$ cat config.mk
export PLATFORM = sky130hd
export DESIGN_NAME = memory_arbiter
export DESIGN_NICKNAME = d
export VERILOG_FILES = /design/src/rtl/memory_arbiter.sv
export SDC_FILE = /design/constraint.sdc
export NUM_CORES = 1
export LEC_CHECK = 0
export BUFFER_PORTS_ARGS = -buffer_cell sky130_fd_sc_hd__buf_2
export CAP_MARGIN = 20
export CORE_AREA = 2 2 115 117
export DETAILED_ROUTE_END_ITERATION = 8
export DIE_AREA = 0 0 117 119
export GPL_TIMING_DRIVEN = 0
export MAX_ROUTING_LAYER = met4
export PLACE_DENSITY_LB_ADDON = 0.15
export SYNTH_ARGS = -nofsm -noshare
export SYNTH_HDL_FRONTEND = slang
export SYNTH_SLANG_ARGS = --single-unit
$ cat constraint.sdc
create_clock -name clk -period 5.1 [get_ports clk]
set_clock_uncertainty 0.15 [all_clocks]
set_input_delay 1.02 -clock clk [delete_from_list [all_inputs] [get_ports clk]]
set_output_delay 1.02 -clock clk [all_outputs]
set_load 0.05 [all_outputs]
$ cat src/rtl/memory_arbiter.sv
// Shares the single main-memory port between the instruction L1 (I) and data L1 (D).
// D has priority; a streak counter forces an I grant after MAX_DATA_STREAK D grants while I waits.
//
// state   | meaning
// --------+--------------------------------------------------------------
// IDLE    | no owner; grant decision taken at the next edge, strobes low
// BUSY_I  | I-cache owns the memory port, signals pass straight through
// BUSY_D  | D-cache owns the memory port, signals pass straight through
// RELEASE | one bubble with strobes low so memory sees a fresh request edge
module memory_arbiter #(
  parameter int MAX_DATA_STREAK = 4,
  parameter int STREAK_W        = 3
) (
  input  logic        clk,
  input  logic        resetN,

  input  logic [31:0] iAddress,
  input  logic        iReadEnable,
  input  logic        iWriteEnable,
  input  logic [31:0] iDataIn,
  output logic [31:0] iDataOut,
  output logic        iReady,

  input  logic [31:0] dAddress,
  input  logic        dReadEnable,
  input  logic        dWriteEnable,
  input  logic [31:0] dDataIn,
  output logic [31:0] dDataOut,
  output logic        dReady,

  output logic [31:0] memoryAddress,
  output logic        memoryReadEnable,
  output logic        memoryWriteEnable,
  output logic [31:0] memoryDataOut,
  input  logic [31:0] memoryDataIn,
  input  logic        memoryReady,

  output logic        grantD
);

  localparam logic [1:0] IDLE    = 2'd0;
  localparam logic [1:0] BUSY_I  = 2'd1;
  localparam logic [1:0] BUSY_D  = 2'd2;
  localparam logic [1:0] RELEASE = 2'd3;

  localparam logic [STREAK_W-1:0] STREAK_MAX = STREAK_W'(MAX_DATA_STREAK);

  logic [1:0]          state;
  logic [1:0]          nextState;
  logic [STREAK_W-1:0] streak;
  logic [STREAK_W-1:0] nextStreak;
  logic                reqI;
  logic                reqD;
  logic                starveI;

  assign reqI    = iReadEnable | iWriteEnable;
  assign reqD    = dReadEnable | dWriteEnable;
  assign starveI = reqI && (streak == STREAK_MAX);

  // Read data is broadcast; only the ready strobe qualifies it.
  assign iDataOut = memoryDataIn;
  assign dDataOut = memoryDataIn;

  always_comb begin
    nextState  = state;
    nextStreak = streak;
    case (state)
      IDLE: begin
        if (reqD && !starveI) begin
          nextState = BUSY_D;
          if (reqI)
            nextStreak = (streak == STREAK_MAX) ? STREAK_MAX : streak + 1'b1;
          else
            nextStreak = '0;
        end else if (reqI) begin
          nextState  = BUSY_I;
          nextStreak = '0;
        end
      end
      BUSY_I:  if (!reqI || memoryReady) nextState = RELEASE;
      BUSY_D:  if (!reqD || memoryReady) nextState = RELEASE;
      RELEASE: nextState = IDLE;
      default: nextState = IDLE;
    endcase
  end

  always_ff @(posedge clk) begin
    if (!resetN) begin
      state  <= IDLE;
      streak <= '0;
    end else begin
      state  <= nextState;
      streak <= nextStreak;
    end
  end

  // Outputs are also gated by resetN so a transfer in flight is cut off during reset.
  always_comb begin
    memoryAddress     = '0;
    memoryReadEnable  = 1'b0;
    memoryWriteEnable = 1'b0;
    memoryDataOut     = '0;
    iReady            = 1'b0;
    dReady            = 1'b0;
    grantD            = 1'b0;
    if (resetN) begin
      case (state)
        BUSY_I: begin
          memoryAddress     = iAddress;
          memoryReadEnable  = iReadEnable;
          memoryWriteEnable = iWriteEnable;
          memoryDataOut     = iDataIn;
          iReady            = memoryReady & reqI;
        end
        BUSY_D: begin
          memoryAddress     = dAddress;
          memoryReadEnable  = dReadEnable;
          memoryWriteEnable = dWriteEnable;
          memoryDataOut     = dDataIn;
          dReady            = memoryReady & reqD;
          grantD            = 1'b1;
        end
        default: ;
      endcase
    end
  end

endmodule

; ---- Word level (Yosys, flattened, before mapping)
; Index checks and enable logic that the tools add are counted.
[op_classes]
addsub = 1
shift = 0
n_bitwise = 4
magnitude_cmp = 0
multipliers = 0
reduce_logical = 11
n_mux = 23
n_eq_ne = 7
div = 0
[op_table]
columns = op, n
row1 = case mux 32 bit (2 select lines), 2
row2 = two-way mux 32 bit, 2
row3 = two-way mux 3 bit, 4
row4 = two-way mux 1 bit, 8
row5 = two-way mux 2 bit, 4
row6 = case mux 2 bit (4 select lines), 1
row7 = "== test 2 bit, second input constant", 2
row8 = "!= test 2 bit, second input constant", 2
row9 = case mux 1 bit (2 select lines), 2
row10 = "adder 3 x 1 -> 3 bit, second input constant", 1
row11 = "== test 3 bit, second input constant", 1
row12 = logical NOT 1 bit, 3
row13 = "!= test 3 bit, second input constant", 1
row14 = AND reduction 3 bit, 1
row15 = bitwise AND 1 bit, 2
row16 = "== test 2 x 1 -> 1 bit, second input constant", 1
row17 = logical AND 1 bit, 2
row18 = logical NOT 2 bit, 1
row19 = logical OR 1 bit, 2
row20 = OR 1 bit, 2
row21 = AND reduction 2 bit, 1
row22 = nonzero test 2 bit, 1
[word_totals]
n_memories = 0
wordCells = 48
mem_bits_rw = 0
in_bits = 167
latch_bits = 0
out_inout_bits = 133
register_bits = 5
romBits = 0

; ---- Logic depth before layout (Yosys ltp)
[depth]
depth_word = 6
depth_mapped = 6
depth_no_buf = 6

; ---- Worst setup path before layout
; No wires, ideal clock.
[synth_timing]
kind = input to output
from = in resetN
to = out memoryAddress[11]
t_arrival_ns = 2.115
path_buffers = 2
slack_ns = 1.815
stages = 4
required_time_ns = 3.930
cell_sequence = nand2_1 buf_2 clkbuf_1 nor2_1
[synth_between]
elab_chain_cells = 1
[synth_rtl]
columns = element, line
row1 = from (decl), 15  ; input logic resetN,
row2 = two-way mux 32 bit, 106  ; if (resetN) begin
row3 = to (decl), 31  ; output logic [31:0] memoryAddress,
; Every way passes these cells.

; ---- Final worst setup path
[layout_timing]
from = in resetN
to = out memoryAddress[16]
; Same word-level chain as after synthesis.

==> impl_metrics.py <==
metrics = {
    "worst_setup_path": {
        "r2r.worst_path.cells": 6,
        "r2r_end": "state[1]",
        "crit_chain": "buf_2 > nand2_1 > buf_2 > clkbuf_1 > nor2_1 > buf_2",
        "cpMostUsedCell": "buf_2",
        "critPathBufInv": 4,
        "r2r_start": "state[1]",
        "reg2reg_slack_ns": 3.47,
        "endpoint": "memoryAddress[16]",
        "crit_start": "resetN",
        "cp_num_cells": 6,
        "worst-setup-path-type": "primary input to output port",
        "critPathTopFamily": "buffers and inverters",
        "slowest_delay_ns": 0.39,
        "required_ns": 3.93,
        "end_kind": "output port",
        "cp-start-kind": "primary input",
        "cp_data_arrival_time_ns": 2.24,
        "crit_path_max_fanout": 10,
        "crit_slowest_cell": "clkbuf_1",
    },
    "synthesis": {
        "synth-edff-count": 0,
        "yosys_register_bits": 5,
        "syn-cell-area_um2": 1730,
        "yosysTopAreaCell": "a22oi_1",
        "synth_commonest_cells": "74 x nor2_1, 68 x a22oi_1, 64 x buf_4, 12 x buf_2, 9 x clkbuf_1",
        "ys_top_cells_by_area": "a22oi_1 30%, buf_4 28%, nor2_1 16%, dfxtp_1 5.8%, ha_1 4.3%",
        "yosysSeqAreaShare": 0.0579,
        "post-synth-top-count-cell": "nor2_1",
        "ys.flop_type": "dfxtp_1",
        "ys_async_sr_fraction": 0,
        "syn_inst": 267,
        "synth_warnings": 0,
        "syn_nets": 440,
        "postSynthAreaPerCell_um2": 6.48,
        "synth_top_area_share": 0.295,
        "ys_types": 25,
    },
    "clocking": {
        "cts_buffers": 3,
        "cts_hold_buf": 0,
        "cts_root_buf": "clkbuf_16",
        "clock_path_buffers": 2,
        "cts.reportedPaths.clkPinSlew_ns": 0.03,
        "cts_setup_buffers": 0,
        "cts_max_level": 1,
        "clock_latency_ns": 0.23,
        "cts_tree": "yes",
        "cts_sinks": 5,
        "post_cts_resize_count": 0,
    },
    "grt": {
        "grt_max_degree": 11,
        "first_global_vias": 2607,
        "grtUsageTotal": 0.122,
        "antenna_found_initial": 0,
        "grt_pass1_wl_um": 13300,
        "overflow": 0,
    },
    "drt": {
        "wirelength_um": 9060,
        "first_iter_violations": 116,
        "drtPass1Iterations": 5,
        "drc_errors": 0,
        "routed_via_density": 3.89,
        "wl_per_cell_um": 12.7,
        "vias": 2779,
        "ant_nets": 0,
    },
    "hold_path": {
        "hold_class": "register to register",
        "min_delay_path_depth": 2,
    },
    "timing": {
        "min_period_ns": 3.41,
        "relSlewSlack": 0.659,
        "post-route-period-util": 0.669,
        "setup_viol": 0,
        "worst_pin_slew_ns": 0.511,
        "finalMaxSlewViolations": 0,
        "tns_ns": 0,
        "fmax_mhz": 293,
        "finalHoldViolCount": 0,
        "rsz0062_at_grt": "false",
    },
    "final_layout": {
        "nNetsFinal": 712,
        "antenna-diode-count": 0,
        "post-route-util": 0.261,
        "ff_latch_area_um2": 100,
        "fillers": 1464,
        "layout-drive-gt1-share": 0.651,
        "multi_input_area_um2": 1040,
        "area.growth.synth_to_final_pct": 94.6,
    },
    "power": {
        "seq_power_share": 0.049,
        "p_leak_nw": 1.90,
        "p_sw_uw": 743,
        "power_density_nw_per_um2": 358,
        "power.total_mw": 1.20,
        "netSwitchingFraction": 0.618,
        "combPwrFrac": 0.843,
        "internal_power_uw": 460,
        "ir_drop_v": 0.000266,
        "power_frac_clock": 0.109,
    },
    "floorplanning": {
        "dieArea_um2": 13900,
        "core_region_area_um2": 12900,
        "initial_core_util": 0.134,
        "die_w_um": 117,
        "io_pins": 300,
        "die_y_um": 119,
        "rows": 42,
    },
    "place": {
        "dp_hpwl_um": 7830,
        "gp_congestion": 0.729,
        "io_buffers": 267,
    },
    "status": {
        "status": "finished, final reports clean",
    },
    "job": {
        "maxCapViolations": 0,
    },
}
-- routing by layer --
layer / track usage / share of wire
met1: 0.132 / 0.37
met5: - / 0
met2: 0.236 / 0.53
met4: 0.0110 / 0.0056
met3: 0.0239 / 0.094
-- power groups by stage --
| stage | clock network (mW) | registers, mW | logic (mW) |
|---|---|---|---|
| floorplan | 0 | 0.0566 | 0.762 |
| global placement | 0 | 0.0582 | 1.02 |
| detailed placement | 0 | 0.0593 | 1.03 |
| CTS | 0.132 | 0.0587 | 1.03 |
| global route | 0.136 | 0.0604 | 1.11 |
| finish | 0.131 | 0.0588 | 1.01 |
-- registers in the layout, indices dropped and copies added (netlist names) --
signal,count
streak,3
state,2
-- final cells by class --
cell class,instances,share of cell area
Timing Repair Buffer,267,0.397
Multi-Input combinational cell,172,0.308
Buffer,85,0.171
Tap cell,176,0.0655
Sequential cell,5,0.0298
Clock buffer,4,0.0234
Inverter,5,0.00558
-- worst min path at each step --
stage                         from  endpoint  slack, ns
after global placement    state[0]  state[0]       0.34
after detailed placement  state[0]  state[0]       0.35
after global routing      state[0]  state[0]       0.41
after CTS                 state[0]  state[0]       0.36
after floorplan           state[0]  state[0]       0.32
final                     state[0]  state[0]       0.36
-- cell usage in the layout (no fill, tap or decap), types with 3 or more instances in the layout --
cell	count
inv_1	5
clkbuf_1	10
buf_2	279
dfxtp_1	5
ha_1	6
clkbuf_16	3
buf_4	64
nor2_1	74
a22oi_1	68
nand2_1	4
-- stage by stage --
stage	cells	setup WS, ns	area [um2]	hold WS [ns]
after floorplan	267	1.82	1730	0.317
after global placement	710	1.63	3290	0.343
after detailed placement	710	1.62	3290	0.352
after CTS	714	1.61	3360	0.356
after global routing	714	1.52	3360	0.412
final	714	1.69	3360	0.357
-- cell families (layout without fill, tap and decap cells) --
group	count (synthesis)	after routing	synth area share
flops	5	5	0.0579
fa+ha+maj	6	6	0.0434
compound gates	81	81	0.360
buf+inv	90	361	0.343
simple gates	84	84	0.190
mux	1	1	0.00579
-- worst min-delay path: stages, from the launching register on --
cell	delay [ns]
dfxtp_1	0.32
o21ai_0	0.07
a21oi_1	0.06
Note: power is estimated with default switching activity, not from simulation.
